$ cat config.mk
export PLATFORM = sky130hd
export DESIGN_NAME = hazard_info_pipe
export DESIGN_NICKNAME = d
export VERILOG_FILES = /design/src/rtl/hazard_info_pipe.sv
export SDC_FILE = /design/constraint.sdc
export NUM_CORES = 1
export LEC_CHECK = 0
export ABC_AREA = 1
export ABC_CLOCK_PERIOD_IN_PS = 1400
export CORE_UTILIZATION = 36
export CTS_CLUSTER_DIAMETER = 100
export DETAILED_ROUTE_END_ITERATION = 12
export HOLD_SLACK_MARGIN = 0.1
export PLACE_DENSITY = 0.82
export SLEW_MARGIN = 25
export SYNTH_ARGS = -nofsm -noshare
export SYNTH_HDL_FRONTEND = slang
export SYNTH_SLANG_ARGS = --single-unit
$ cat constraint.sdc
create_clock -name clk -period 1.4 [get_ports clk]
set_clock_uncertainty 0.15 [all_clocks]
set_input_delay 0.42 -clock clk [delete_from_list [all_inputs] [get_ports clk]]
set_output_delay 0.42 -clock clk [all_outputs]
set_load 0.05 [all_outputs]
$ cat src/rtl/hazard_info_pipe.sv
// IF/ID instruction register, D-stage decode and E/M/W hazard-field pipeline.
// Optional stall counter: define HAZARD_STALL_CNT_EN to add Stall_Count.
module hazard_info_pipe #(
    parameter int JAL_REG = 31,
    parameter int CNT_W   = 32
) (
    input  logic             clk,
    input  logic             reset,
    input  logic [31:0]      Instr_F,
    input  logic             IF_ID_EN,
    input  logic             ID_EXE_CLR,
`ifdef HAZARD_STALL_CNT_EN
    output logic [CNT_W-1:0] Stall_Count,
`endif
    output logic [31:0]      Instr_D,
    output logic [6:0]       D_InstrType,
    output logic [6:0]       E_InstrType,
    output logic [6:0]       M_InstrType,
    output logic [6:0]       W_InstrType,
    output logic [4:0]       RS_D,
    output logic [4:0]       RT_D,
    output logic [4:0]       RS_E,
    output logic [4:0]       RT_E,
    output logic [4:0]       RT_M,
    output logic [4:0]       RegWrite_E,
    output logic [4:0]       RegWrite_M,
    output logic [4:0]       RegWrite_W
);

    localparam logic [6:0] typeR     = 7'b0000001;
    localparam logic [6:0] typeI     = 7'b0000010;
    localparam logic [6:0] typeB     = 7'b0000100;
    localparam logic [6:0] typeStore = 7'b0001000;
    localparam logic [6:0] typeLoad  = 7'b0010000;
    localparam logic [6:0] typeJl    = 7'b0100000;
    localparam logic [6:0] typeJr    = 7'b1000000;
    localparam logic [4:0] jalReg    = 5'(JAL_REG);

    typedef struct packed {
        logic [6:0] instrType;
        logic [4:0] rs;
        logic [4:0] rt;
        logic [4:0] dst;
    } exStage_t;

    logic [5:0] op;
    logic [5:0] funct;
    logic       isSpecial;
    logic [4:0] dstD;
    exStage_t   exReg;
    exStage_t   exNext;
    logic [6:0] memType;
    logic [4:0] memRt;
    logic [4:0] memDst;
    logic [6:0] wbType;
    logic [4:0] wbDst;

    assign op        = Instr_D[31:26];
    assign funct     = Instr_D[5:0];
    assign isSpecial = (op == 6'b000000);
    assign RS_D      = Instr_D[25:21];
    assign RT_D      = Instr_D[20:16];

    always_comb begin
        D_InstrType = 7'b0000000;
        unique case (1'b1)
            isSpecial && (funct == 6'b100001 || funct == 6'b100011):
                D_InstrType = typeR;
            isSpecial && (funct == 6'b001000):
                D_InstrType = typeJr;
            op == 6'b001101 || op == 6'b001111:
                D_InstrType = typeI;
            op == 6'b000100:
                D_InstrType = typeB;
            op == 6'b101011:
                D_InstrType = typeStore;
            op == 6'b100011:
                D_InstrType = typeLoad;
            op == 6'b000011:
                D_InstrType = typeJl;
            default:
                D_InstrType = 7'b0000000;
        endcase
    end

    always_comb begin
        dstD = 5'd0;
        unique case (1'b1)
            D_InstrType[0]:                  dstD = Instr_D[15:11];
            D_InstrType[1] | D_InstrType[4]: dstD = Instr_D[20:16];
            D_InstrType[5]:                  dstD = jalReg;
            default:                         dstD = 5'd0;
        endcase
    end

    assign exNext = '{instrType: D_InstrType, rs: RS_D, rt: RT_D, dst: dstD};

    always_ff @(posedge clk) begin
        if (reset) begin
            Instr_D <= 32'd0;
            exReg   <= '0;
            memType <= 7'd0;
            memRt   <= 5'd0;
            memDst  <= 5'd0;
            wbType  <= 7'd0;
            wbDst   <= 5'd0;
        end else begin
            if (IF_ID_EN)
                Instr_D <= Instr_F;
            // E re-captures D when neither loading nor clearing: duplicate issue
            exReg   <= ID_EXE_CLR ? '0 : exNext;
            memType <= exReg.instrType;
            memRt   <= exReg.rt;
            memDst  <= exReg.dst;
            wbType  <= memType;
            wbDst   <= memDst;
        end
    end

`ifdef HAZARD_STALL_CNT_EN
    always_ff @(posedge clk) begin
        if (reset)
            Stall_Count <= '0;
        else if (!IF_ID_EN && ID_EXE_CLR)
            Stall_Count <= Stall_Count + 1'b1;
    end
`endif

    assign E_InstrType = exReg.instrType;
    assign RS_E        = exReg.rs;
    assign RT_E        = exReg.rt;
    assign RegWrite_E  = exReg.dst;
    assign M_InstrType = memType;
    assign RT_M        = memRt;
    assign RegWrite_M  = memDst;
    assign W_InstrType = wbType;
    assign RegWrite_W  = wbDst;

endmodule

Word-level counts from Yosys, hierarchy flattened --
Index checks and enable logic that the tools add are counted.
Storage, ports and cells: flip-flop bits (word level) 83, latch bits 0, memory bits (writable) 0, memory bits (read-only) 0, input bits 36, output and inout port bits 100, word-level logic and storage cells 28, memories 0
Operators by class: add/sub/neg operators 0, multiply operators 0, divide/modulo/power cells 0, order comparisons 0, equality and inequality tests 9, shift operators 0, multiplexer cells 2, bitwise operators 1, reductions and logical operators 6
Operators by type and width (count):
- one-hot mux 7 bit (7 select lines) | 1
- equality test 6 bit, second input constant | 4
- equality test 6 x 4 -> 1 bit, second input constant | 3
- one-hot mux 5 bit (3 select lines) | 1
- equality test 6 x 2 -> 1 bit, second input constant | 1
- equality test 6 x 3 -> 1 bit, second input constant | 1
- logical NOT 6 bit | 1
- logical AND 1 bit | 2
- logical OR 1 bit | 2
- OR reduction 2 bit | 1
- OR 1 bit | 1

Longest topological paths before layout --
Gate-level depths: netlist of run 1.
depth after elaboration 6, mapped depth 8, depth with buffers taken out 8

Worst setup path before layout of run 1 --
No wires, ideal clock.
path type register -> output, start point register Instr_D[31], end point output port D_InstrType[3], data arrival time 1985 ps, required time 830 ps, path slack -1155 ps, stages on the path, launching flop included 5, path through dfxtp_1 > inv_1 > nor2_1 > inv_1 > nor3_1
Between the ends: cells in the longest elaborated chain, start to end 3
Ends and longest elaborated chain:
- from (decl) | RTL line 15 | output logic [31:0] Instr_D,
- from (signal assigned) | RTL line 109 | Instr_D <= Instr_F;
- equality test 6 x 4 -> 1 bit / logical NOT 6 bit (equally long branches) | RTL line 71, 60
- logical OR 1 bit (tied with other cells) | RTL line 71 | op == 6'b001101 || op == 6'b001111:
- one-hot mux 7 bit (7 select lines) * | RTL line 66 | unique case (1'b1)
- to (decl) | RTL line 16 | output logic [6:0] D_InstrType,
Mark *: on every way between the ends. The rest lies on a longest branch, timed or not.

Final worst setup path of run 1 --
start point register Instr_D[27], end point output port D_InstrType[6]
Same word-level chain as after synthesis.

==> metrics.md, run 1 <==
| Metric | Value |
|---|---|
| Status | `complete, but fails checks` |
| Failing checks | `negative setup slack` |
| Cells after Synth | `339` |
| First-pass GRT wire length | `18.41 mm` |
| Initial drt markers | `91` |
| CP Cell Sequence | `or2_4, nor2_8, inv_2, nor2_4, buf_12` |
| Asr flop ratio synth | `0%` |
| CP max stage delay | `0.36 ns` |
| H-tree Lvls | `3` |
| CTS Sinks | `83` |
| Clock Root Buffer | `clkbuf_8` |
| Drt drc | `0` |
| Max VDD drop | `0.8492 mV` |
| Syn. warnings | `0` |
| Critical Path RT | `0.83 ns` |
| Leakage power | `0.002754 uW` |
| CTS tree | `done` |
| Hold crit path type | `reg -> reg` |
| Critical path class | `reg -> out` |
| CP top delay family | `simple AND/OR/NAND/NOR gates` |
| Die area | `8192 um2` |
| Mapped cell area | `2820 um2` |
| Cell with the most instances after synthesis | `nor2_1` |
| Skew-Pair Late Insertion Delay | `0.37 ns` |
| Hold-fix buffers, CTS | `0` |
| Vias in the first global route | `3,343` |
| DRT Pass-1 Iters | `5` |
| # fillers | `322` |
| IO Count | `136` |
| Post-synthesis sequential area ratio | `58.92%` |
| Power density cells | `931.1 nW/um2` |
| Setup TNS | `-10.14 ns` |
| Vias | `3,107` |
| RSZ-0062 raised after global routing | `true` |
| Max-slew violations | `0` |
| Syn_area_per_cell | `8.319 um2` |
| Crit path arrival time | `1.50 ns` |
| Area Growth Syn to Fin | `126.6%` |
| CTS buffer count | `9` |
| Rows | `31` |
| Fmax | `482.0 MHz` |
| Setup violators final | `107` |
| Final Hold Viols | `0` |
| Routed WL per cell | `19.96 um` |
| Commonest cells post-synth | `nor2_1, dfxtp_1, inv_1` |
| Multi-input gate area | `1006 um2` |
| Core Footprint | `7408 um2` |
| Slowest CP cell | `dfxtp_4` |
| Ratio of cells with drive above 1 in the final layout | `59.02%` |
| Slew Limit Headroom | `80.40%` |
| Final nets | `563` |
| Yosys top cell by area | `dfxtp_1` |
| Initial antenna violation count | `0` |
| Main flop type after synthesis | `dfxtp_1` |
| Grt total ovfl | `0` |
| Total Routed Length | `12.60 mm` |
| Mean number of vias per cell | `4.924` |
| Post-route ant nets | `0` |
| HPWL Detailed | `7.207 mm` |
| Place WS | `-0.3744 ns` |
| Placer congestion estimate | `0.7357` |
| Chip Height | `90.51 um` |
| # diodes | `0` |
| Synth top area cells | `dfxtp_1, nor2_1, inv_1` |
| Setup crit end kind | `output pin` |
| Register bit total from synthesis | `83` |
| Gr usage total | `29.63%` |
| Clk buf depth | `2` |
| Smallest setup slack after layout | `-0.6749 ns` |
| Crit path time final | `2.075 ns` |
| Critical Path Source Type | `flip-flop` |
| Number of flops mapped to enable cells by yosys | `0` |
| Register area | `1851 um2` |
| Syn_nets | `375` |
| Synth top area share | `58.92%` |
| Crit-path max FO | `3` |
| Layout Cell Area excl Fill | `6391 um2` |
| # port buffers | `135` |
| Largest net degree at the start of global routing | `36` |
| Area after DPL | `5612 um2` |
| Initial Util | `38.07%` |
| Synth cell types | `22` |
| Worst Tran Pin Value | `0.2940 ns` |
| Buf/Inv on CP | `2` |
| Die width | `90.51 um` |
| Final Cycle Share | `148.2%` |
| Power Total | `5951 uW` |
| Max-cap viol count | `0` |
| Clock transition at the registers of the reported paths | `0.09 ns` |
## layer usage
| layer | GRT usage (%) | vias to the layer above | share of wire (%) |
|---|---|---|---|
| met3 | 9.428 | 54 | 7.2 |
| met4 | 12.23 | 0 | 4.4 |
| li1 | - | 1398 | - |
| met2 | 57.32 | 176 | 54 |
| met1 | 28.41 | 1479 | 34 |
| met5 | 0 | - | 0 |
## cell usage in the layout (no fill, tap or decap), types with 2 or more instances in the layout
cell / n
buf_12: 103
nor2_1: 83
dfxtp_2: 49
inv_1: 44
buf_4: 44
dfxtp_4: 34
clkdlybuf4s50_1: 34
o21ai_0: 31
buf_6: 18
a21oi_1: 13
clkbuf_8: 9
nand2_2: 8
inv_2: 8
nand3_2: 7
nand2_1: 6
nor2_4: 5
clkinvlp_4: 4
nand2_4: 4
nand3_4: 3
nor3_4: 3
nand3_1: 3
inv_6: 3
nor2_8: 2
clkinv_2: 2
bufinv_16: 2
## layout make-up
| class | count | area share (%) |
|---|---|---|
| Clock inverter | 7 | 1.605 |
| Inverter | 58 | 3.700 |
| Sequential cell | 83 | 28.95 |
| Timing Repair Buffer | 200 | 46.12 |
| Clock buffer | 9 | 1.938 |
| Multi-Input combinational cell | 175 | 15.74 |
| Tap cell | 99 | 1.938 |
## kinds of logic (layout without fill, tap and decap cells)
| group | Yosys count | after routing | synth area share, % |
|---|---|---|---|
| AO/OA/AOI/OAI | 45 | 45 | 7.986 |
| AND/OR/NAND/NOR | 130 | 130 | 20.67 |
| buffers and inverters | 81 | 274 | 12.42 |
| flip-flops | 83 | 83 | 58.92 |
## flip-flops by register name, summed over array words and instances (netlist names)
signal       count
E_InstrType      7
Instr_D         32
M_InstrType      7
RS_E             5
RT_E             5
RT_M             5
RegWrite_E       5
RegWrite_M       5
RegWrite_W       5
W_InstrType      7
## worst min-delay path: stages, from the launching register on
cell and delay (ns):
dfxtp_2 0.35, inv_1 0.05, nor2_1 0.03
## stage by stage
stage / hold slack, ns / util [%] / cells
after floorplan: 0.4036 / - / 339
after global placement: 0.2941 / 75.75 / 589
after detailed placement: 0.3015 / 75.75 / 589
after CTS: 0.2919 / 84.06 / 622
after global routing: 0.3232 / 86.27 / 631
final: 0.3083 / 86.27 / 631
## repair_timing
action	CTS	global route
setup buffers	17	15
setup endpoints to repair	107	123
gates resized for setup	115	32
gates cloned	0	0
pin swaps	11	9
## path summary, 6_finish.rpt
check	startpoint	to	slack, ns	depth (start not counted)
max	Instr_D[27]	D_InstrType[6]	-0.67	5
min	M_InstrType[1]	W_InstrType[1]	0.31	2
max reg2reg	Instr_D[31]	RegWrite_E[4]	-0.17	10
min reg2reg	M_InstrType[1]	W_InstrType[1]	0.31	2
## report_power, final
group	switching [uW]	internal (uW)
combinational	732	687
sequential	115	2420
clock	966	1030
(Power assumes the default switching activity.)
==> run 2: changes to the inputs <==
--- a/config.mk
+++ b/config.mk
@@ -6,12 +6,12 @@
 export NUM_CORES = 1
 export LEC_CHECK = 0
 export ABC_AREA = 1
-export ABC_CLOCK_PERIOD_IN_PS = 1400
-export CORE_UTILIZATION = 36
+export ABC_CLOCK_PERIOD_IN_PS = 2200
+export CORE_UTILIZATION = 40
 export CTS_CLUSTER_DIAMETER = 100
 export DETAILED_ROUTE_END_ITERATION = 12
 export HOLD_SLACK_MARGIN = 0.1
-export PLACE_DENSITY = 0.82
+export PLACE_DENSITY = 0.86
 export SLEW_MARGIN = 25
 export SYNTH_ARGS = -nofsm -noshare
 export SYNTH_HDL_FRONTEND = slang
==> constraint.sdc (replaced) <==
create_clock -name clk -period 2.2 [get_ports clk]
set_clock_uncertainty 0.15 [all_clocks]
set_input_delay 0.66 -clock clk [delete_from_list [all_inputs] [get_ports clk]]
set_output_delay 0.66 -clock clk [all_outputs]
set_load 0.05 [all_outputs]
==> metrics.md, run 2 (same netlist as run 1, synthesis figures left out) <==
| Metric | Value |
|---|---|
| Most frequent cells in the layout | `buf_4, nor2_1, dfxtp_1, inv_1, clkdlybuf4s50_1` |
| Crit path time final | `2.188 ns` |
| # fillers | `565 (+75%)` |
| Final Hold Viols | `0 (unchanged)` |
| CTS Sinks | `83 (unchanged)` |
| Buf/Inv on CP | `2 (unchanged)` |
| Final nets | `513 (-8.9%)` |
| Clock Root Buffer | `clkbuf_8` |
| Chip Height | `85.97 um (-5.0%)` |
| Mean number of vias per cell | `4.408 (-10%)` |
| Initial Util | `41.51% (+3.4 points)` |
| Fmax | `457.0 MHz` |
| HPWL Detailed | `5.184 mm (-28%)` |
| Setup TNS | `0 ns (+10.14 ns)` |
| Max reg flops | `32 (unchanged)` |
| Clk network pwr share | `33.7% (about the same)` |
| Comb pwr share | `17.9% (-5.9 points)` |
| Critical path class | `reg -> out` |
| Slowest CP cell | `dfxtp_2` |
| Reg power frac | `48.3% (+5.7 points)` |
| Core Footprint | `6794 um2 (-8.3%)` |
| Clk buf depth | `2 (unchanged)` |
| WL met1 | `2.731 mm (-36%)` |
| Die area | `7390 um2 (-9.8%)` |
| Critical Path RT | `1.39 ns (+0.56 ns)` |
| RSZ-0062 raised after global routing | `true` |
| Grt total ovfl | `0 (unchanged)` |
| Final Core Density | `65.30% (-21 points)` |
| Status | `finished, final reports clean` |
| Initial antenna violation count | `0 (unchanged)` |
| Drt drc | `0 (unchanged)` |
| Crit path arrival time | `1.38 ns (-0.12 ns)` |
| CP max stage delay | `0.34 ns (-0.02 ns)` |
| IO Count | `136 (unchanged)` |
| Die width | `85.97 um (-5.0%)` |
| P_sw | `975.2 uW (-46%)` |
| Dpl cells | `554 (-5.9%)` |
| DR top layer | `met4` |
| CTS tree | `done` |
| Most common cell after layout, fill and taps aside | `buf_4` |
| Hold crit path type | `reg -> reg` |
| Length of routed met2 wiring | `3.488 mm (-49%)` |
| Max VDD drop | `0.3887 mV (-54%)` |
| Area Growth Syn to Fin | `57.32%` |
| Worst Tran Pin Value | `0.2519 ns (-0.04209 ns)` |
| Slew Limit Headroom | `83.05% (+2.7 points)` |
| Gr usage total | `19.33% (-10 points)` |
| Largest net degree at the start of global routing | `46 (+28%)` |
| Max-slew violations | `0 (unchanged)` |
| Largest Register | `Instr_D` |
| Internal | `2335 uW (-44%)` |
| Post-route ant nets | `0 (unchanged)` |
| Met3 Wirelength | `560 um (-38%)` |
| # port buffers | `135 (unchanged)` |
| CP top delay family | `simple AND/OR/NAND/NOR gates` |
| CP Cell Sequence | `or2_4, nor2_8, inv_2, nor2_4, buf_12` |
| Crit-path max FO | `3 (unchanged)` |
| CTS buffer count | `9 (unchanged)` |
| H-tree Lvls | `3 (unchanged)` |
| Vias in the first global route | `2,411 (-28%)` |
| Max-cap viol count | `0 (unchanged)` |
| Vias | `2,548 (-18%)` |
| Final Cycle Share | `99.46%` |
| Count of non-filler cells in the finished layout | `578 (-8.4%)` |
| Rows | `30 (-3.2%)` |
| Power density cells | `746.0 nW/um2 (-20%)` |
| Placer congestion estimate | `0.7893 (+7.3%)` |
| Total Routed Length | `6.930 mm (-45%)` |
| Multi-input gate area | `870.8 um2 (-13%)` |
| Setup crit end kind | `output pin` |
| Routed WL per cell | `11.99 um (-40%)` |
| Net Sw Frac | `29.46% (-1.0 points)` |
| # diodes | `0 (unchanged)` |
| Clock transition at the registers of the reported paths | `0.08 ns (about the same)` |
| Skew-Pair Late Insertion Delay | `0.34 ns (-0.03 ns)` |
| Initial drt markers | `76 (-16%)` |
| Ratio of cells with drive above 1 in the final layout | `34.23% (-25 points)` |
| Critical Path Source Type | `flip-flop` |
| Leakage power | `0.002082 uW (-24%)` |
| DRT Pass-1 Iters | `4 (-1)` |
| First-pass GRT wire length | `10.91 mm (-41%)` |
| Register area | `1677 um2 (-9.4%)` |
| Setup violators final | `0 (-100%)` |
==> run 2: final timing paths <==
path,depth (start not counted),slack [ns],endpoint,startpoint
setup / recovery,5,0.01,D_InstrType[6],Instr_D[27]
hold / removal,2,0.27,W_InstrType[6],M_InstrType[6]
setup reg to reg,8,0.80,RegWrite_E[0],Instr_D[27]
hold reg to reg,2,0.27,W_InstrType[6],M_InstrType[6]
==> run 2: tightest hold or removal path: cells and delay by family (launching register included) <==
family	cells	cell delay [ns]
DFF	1	0.31
buffers and inverters	1	0.05
and+or+nand+nor	1	0.03
==> run 2: layout make-up <==
cell class,instances,area share [%]
Inverter,58,4.907
Sequential cell,83,37.79
Timing Repair Buffer,150,30.26
Clock buffer,10,3.102
Multi-Input combinational cell,175,19.63
Tap cell,96,2.707
Clock inverter,6,1.607
==> run 2: power groups by stage <==
stage | sequential (uW) | clock, uW | combinational (uW)
2_1_floorplan | 1800 | 0 | 197
3_3_place_gp | 1630 | 0 | 556
3_5_place_dp | 1630 | 0 | 565
4_1_cts | 1600 | 1150 | 587
5_1_grt | 1610 | 1220 | 629
6_report | 1600 | 1120 | 593
==> run 2: per-stage QoR <==
stage          power [uW]  cell area (um2)  hold slack (ns)  setup slack (ns)
3_5_place_dp         2198             4119           0.2628            0.2207
6_report             3310             4437           0.2701           0.01195
2_1_floorplan        1993             2853           0.4907          -0.02843
5_1_grt              3451             4437           0.2845          -0.07691
4_1_cts              3337             4409           0.2732          -0.01166
3_3_place_gp         2187             4119           0.2589            0.2615
==> run 2: repair_timing <==
| action | CTS | global route |
|---|---|---|
| hold buffers | 0 | 0 |
| buffers inserted | 7 | 1 |
| gates resized for setup | 14 | 9 |
| pin swaps | 4 | 1 |
| hold endpoints to repair | 0 | 0 |
| setup endpoints to repair | 4 | 7 |
==> run 2: routing by layer <==
metal / GRT usage [%] / up-vias
li1: - / 1290
met1: 21.32 / 1143
met2: 33.55 / 101
met3: 5.871 / 14
met4: 9.848 / 0
met5: 0 / -
==> run 3: changes to the inputs <==
--- a/config.mk
+++ b/config.mk
@@ -11,8 +11,8 @@
 export CTS_CLUSTER_DIAMETER = 100
 export DETAILED_ROUTE_END_ITERATION = 12
 export HOLD_SLACK_MARGIN = 0.1
-export PLACE_DENSITY = 0.86
-export SLEW_MARGIN = 25
+export PLACE_DENSITY = 0.84
+export SLEW_MARGIN = 15
 export SYNTH_ARGS = -nofsm -noshare
 export SYNTH_HDL_FRONTEND = slang
 export SYNTH_SLANG_ARGS = --single-unit
==> metrics.md, run 3 (same netlist as run 1, synthesis figures left out) <==
| Metric | Value |
|---|---|
| FF-to-FF path depth | `8 (unchanged)` |
| Reg power frac | `46.8% (-1.5 points)` |
| Chip Height | `85.97 um (unchanged)` |
| Placer congestion estimate | `0.8199 (+3.9%)` |
| Crit path arrival time | `1.38 ns (about the same)` |
| Ratio of cells with drive above 1 in the final layout | `34.51% (+0.28 points)` |
| H-tree Lvls | `3 (unchanged)` |
| DRT Pass-1 Iters | `4 (unchanged)` |
| Initial drt markers | `92 (+21%)` |
| Largest net degree at the start of global routing | `36 (-22%)` |
| Critical Path Start | `Instr_D[29]` |
| HPWL Detailed | `5.239 mm (+1.1%)` |
| IO Count | `136 (unchanged)` |
| Hold WS | `0.2715 ns (+0.001368 ns)` |
| Register area | `1677 um2 (unchanged)` |
| Total Routed Length | `7.019 mm (+1.3%)` |
| Final nets | `512 (-0.19%)` |
| Status | `finished, final reports clean` |
| Multi-input gate area | `870.8 um2 (unchanged)` |
| Vias in the first global route | `2,443 (+1.3%)` |
| Fmax | `456.7 MHz (about the same)` |
| Max-slew violations | `0 (unchanged)` |
| # diodes | `0 (unchanged)` |
| Place WS | `0.1589 ns (-0.06179 ns)` |
| P_sw | `955.3 uW (-2.0%)` |
| RR Endpoint | `RegWrite_E[4]` |
| # fillers | `568 (+0.53%)` |
| Mean number of vias per cell | `4.374 (-0.77%)` |
| Most frequent cells in the layout | `buf_4, nor2_1, dfxtp_1, inv_1, clkdlybuf4s50_1` |
| Critical path class | `reg -> out` |
| Clk buf depth | `2 (unchanged)` |
| Setup violators final | `0 (unchanged)` |
| Max-cap viol count | `0 (unchanged)` |
| Drt drc | `0 (unchanged)` |
| CTS buffer count | `9 (unchanged)` |
| Final Cycle Share | `99.53% (about the same)` |
| Initial antenna violation count | `0 (unchanged)` |
| Critical Path Sink | `D_InstrType[6]` |
| Max VDD drop | `0.3987 mV (+2.6%)` |
| Gr usage total | `19.49% (+0.16 points)` |
| Leakage power | `0.002084 uW (about the same)` |
| CTS Sinks | `83 (unchanged)` |
| Initial Util | `41.51% (unchanged)` |
| Skew-Pair Late Insertion Delay | `0.34 ns (about the same)` |
| RSZ-0062 raised after global routing | `true` |
| Final Hold Viols | `0 (unchanged)` |
| Core Footprint | `6794 um2 (unchanged)` |
| Largest Register | `Instr_D` |
| Hold crit path type | `reg -> reg` |
| Die area | `7390 um2 (unchanged)` |
| Power density cells | `769.6 nW/um2 (+3.2%)` |
| Internal | `2470 uW (+5.8%)` |
| Clock Root Buffer | `clkbuf_8` |
| Slew Limit Headroom | `81.36% (-1.7 points)` |
| Setup crit end kind | `output pin` |
| Clk network pwr share | `36.2% (+2.5 points)` |
| Die width | `85.97 um (unchanged)` |
| Critical Path Source Type | `flip-flop` |
| Grt total ovfl | `0 (unchanged)` |
| First-pass GRT wire length | `11.11 mm (+1.8%)` |
| # port buffers | `135 (unchanged)` |
| Area Growth Syn to Fin | `57.81%` |
| Vias | `2,524 (-0.94%)` |
| Max reg flops | `32 (unchanged)` |
| Comb pwr share | `17.1% (-0.8 points)` |
| CTS tree | `done` |
| Hold-fix buffers, CTS | `0 (unchanged)` |
| Critical Path RT | `1.39 ns (about the same)` |
| Post-route ant nets | `0 (unchanged)` |
| Routed WL per cell | `12.16 um (+1.5%)` |
| Smallest setup slack after layout | `0.01032 ns (-0.001635 ns)` |
| Crit path time final | `2.190 ns (+0.001635 ns)` |
| Worst Tran Pin Value | `0.2770 ns (+0.02516 ns)` |
| Internal reg-to-reg setup slack | `0.86 ns (+0.06 ns)` |
| Crit-path max FO | `6 (+3)` |
| Power Total | `3425 uW (+3.5%)` |
| Most common cell after layout, fill and taps aside | `buf_4` |
| Worst R2R Start | `Instr_D[29]` |
| Net Sw Frac | `27.89% (-1.6 points)` |
| Clock transition at the registers of the reported paths | `0.09 ns (about the same)` |
| Rows | `30 (unchanged)` |
## run 3: worst min path at each step
stage | to | depth (start not counted) | slack (ns) | start
2_1_floorplan | Instr_D[5] | 2 | 0.49 | Instr_D[5]
3_3_place_gp | M_InstrType[4] | 2 | 0.26 | E_InstrType[4]
3_5_place_dp | W_InstrType[0] | 2 | 0.26 | M_InstrType[0]
4_1_cts | RegWrite_M[1] | 2 | 0.27 | RegWrite_E[1]
5_1_grt | W_InstrType[1] | 2 | 0.29 | M_InstrType[1]
6_report | RegWrite_M[1] | 2 | 0.27 | RegWrite_E[1]
## run 3: metal layers
layer	vias up	global-route usage, %	wire length [um]	part of all wire, %
met5	-	0	0	0
met4	0	8.182	159	2.3
met3	11	6.256	548	7.8
met2	98	33.84	3510	50
met1	1123	21.98	2801	40
li1	1292	-	-	-
## run 3: area by class of cell
cell class	count	share of cell area [%]
clock buffers	11	3.402
clock inverters	5	1.855
inverters	58	4.892
multi-input cells	175	19.57
flip-flops and latches	83	37.67
well taps	96	2.699
repair buffers	149	29.91
## run 3: power groups by stage
stage / Combinational [uW] / Clock [uW] / Sequential [uW]
5_1_grt: 623 / 1330 / 1610
4_1_cts: 576 / 1270 / 1600
6_report: 585 / 1240 / 1600
2_1_floorplan: 197 / 0 / 1800
3_5_place_dp: 564 / 0 / 1630
3_3_place_gp: 557 / 0 / 1630
## run 3: worst max-delay path, cell delays in order, from the launching register on
cell     delay, ns
dfxtp_4       0.39
nor2_4        0.13
nand2_2       0.10
nor2_8        0.13
inv_2         0.06
nor2_4        0.09
buf_12        0.14
## run 3: repair_timing
item | in CTS | in global routing
pin swaps | 3 | 1
setup buffers | 3 | 4
setup endpoints to repair | 6 | 4
cloned | 0 | 0
resized for setup | 12 | 10
## run 3: through the flow
step | cells | util (%) | cell area [um2] | setup TNS (ns)
2_1_floorplan | 339 | - | 2853 | -0.05001
3_3_place_gp | 554 | 60.63 | 4119 | 0
3_5_place_dp | 554 | 60.63 | 4119 | 0
4_1_cts | 573 | 64.75 | 4399 | -0.0001913
5_1_grt | 577 | 65.51 | 4451 | -0.06486
6_report | 577 | 65.51 | 4451 | 0
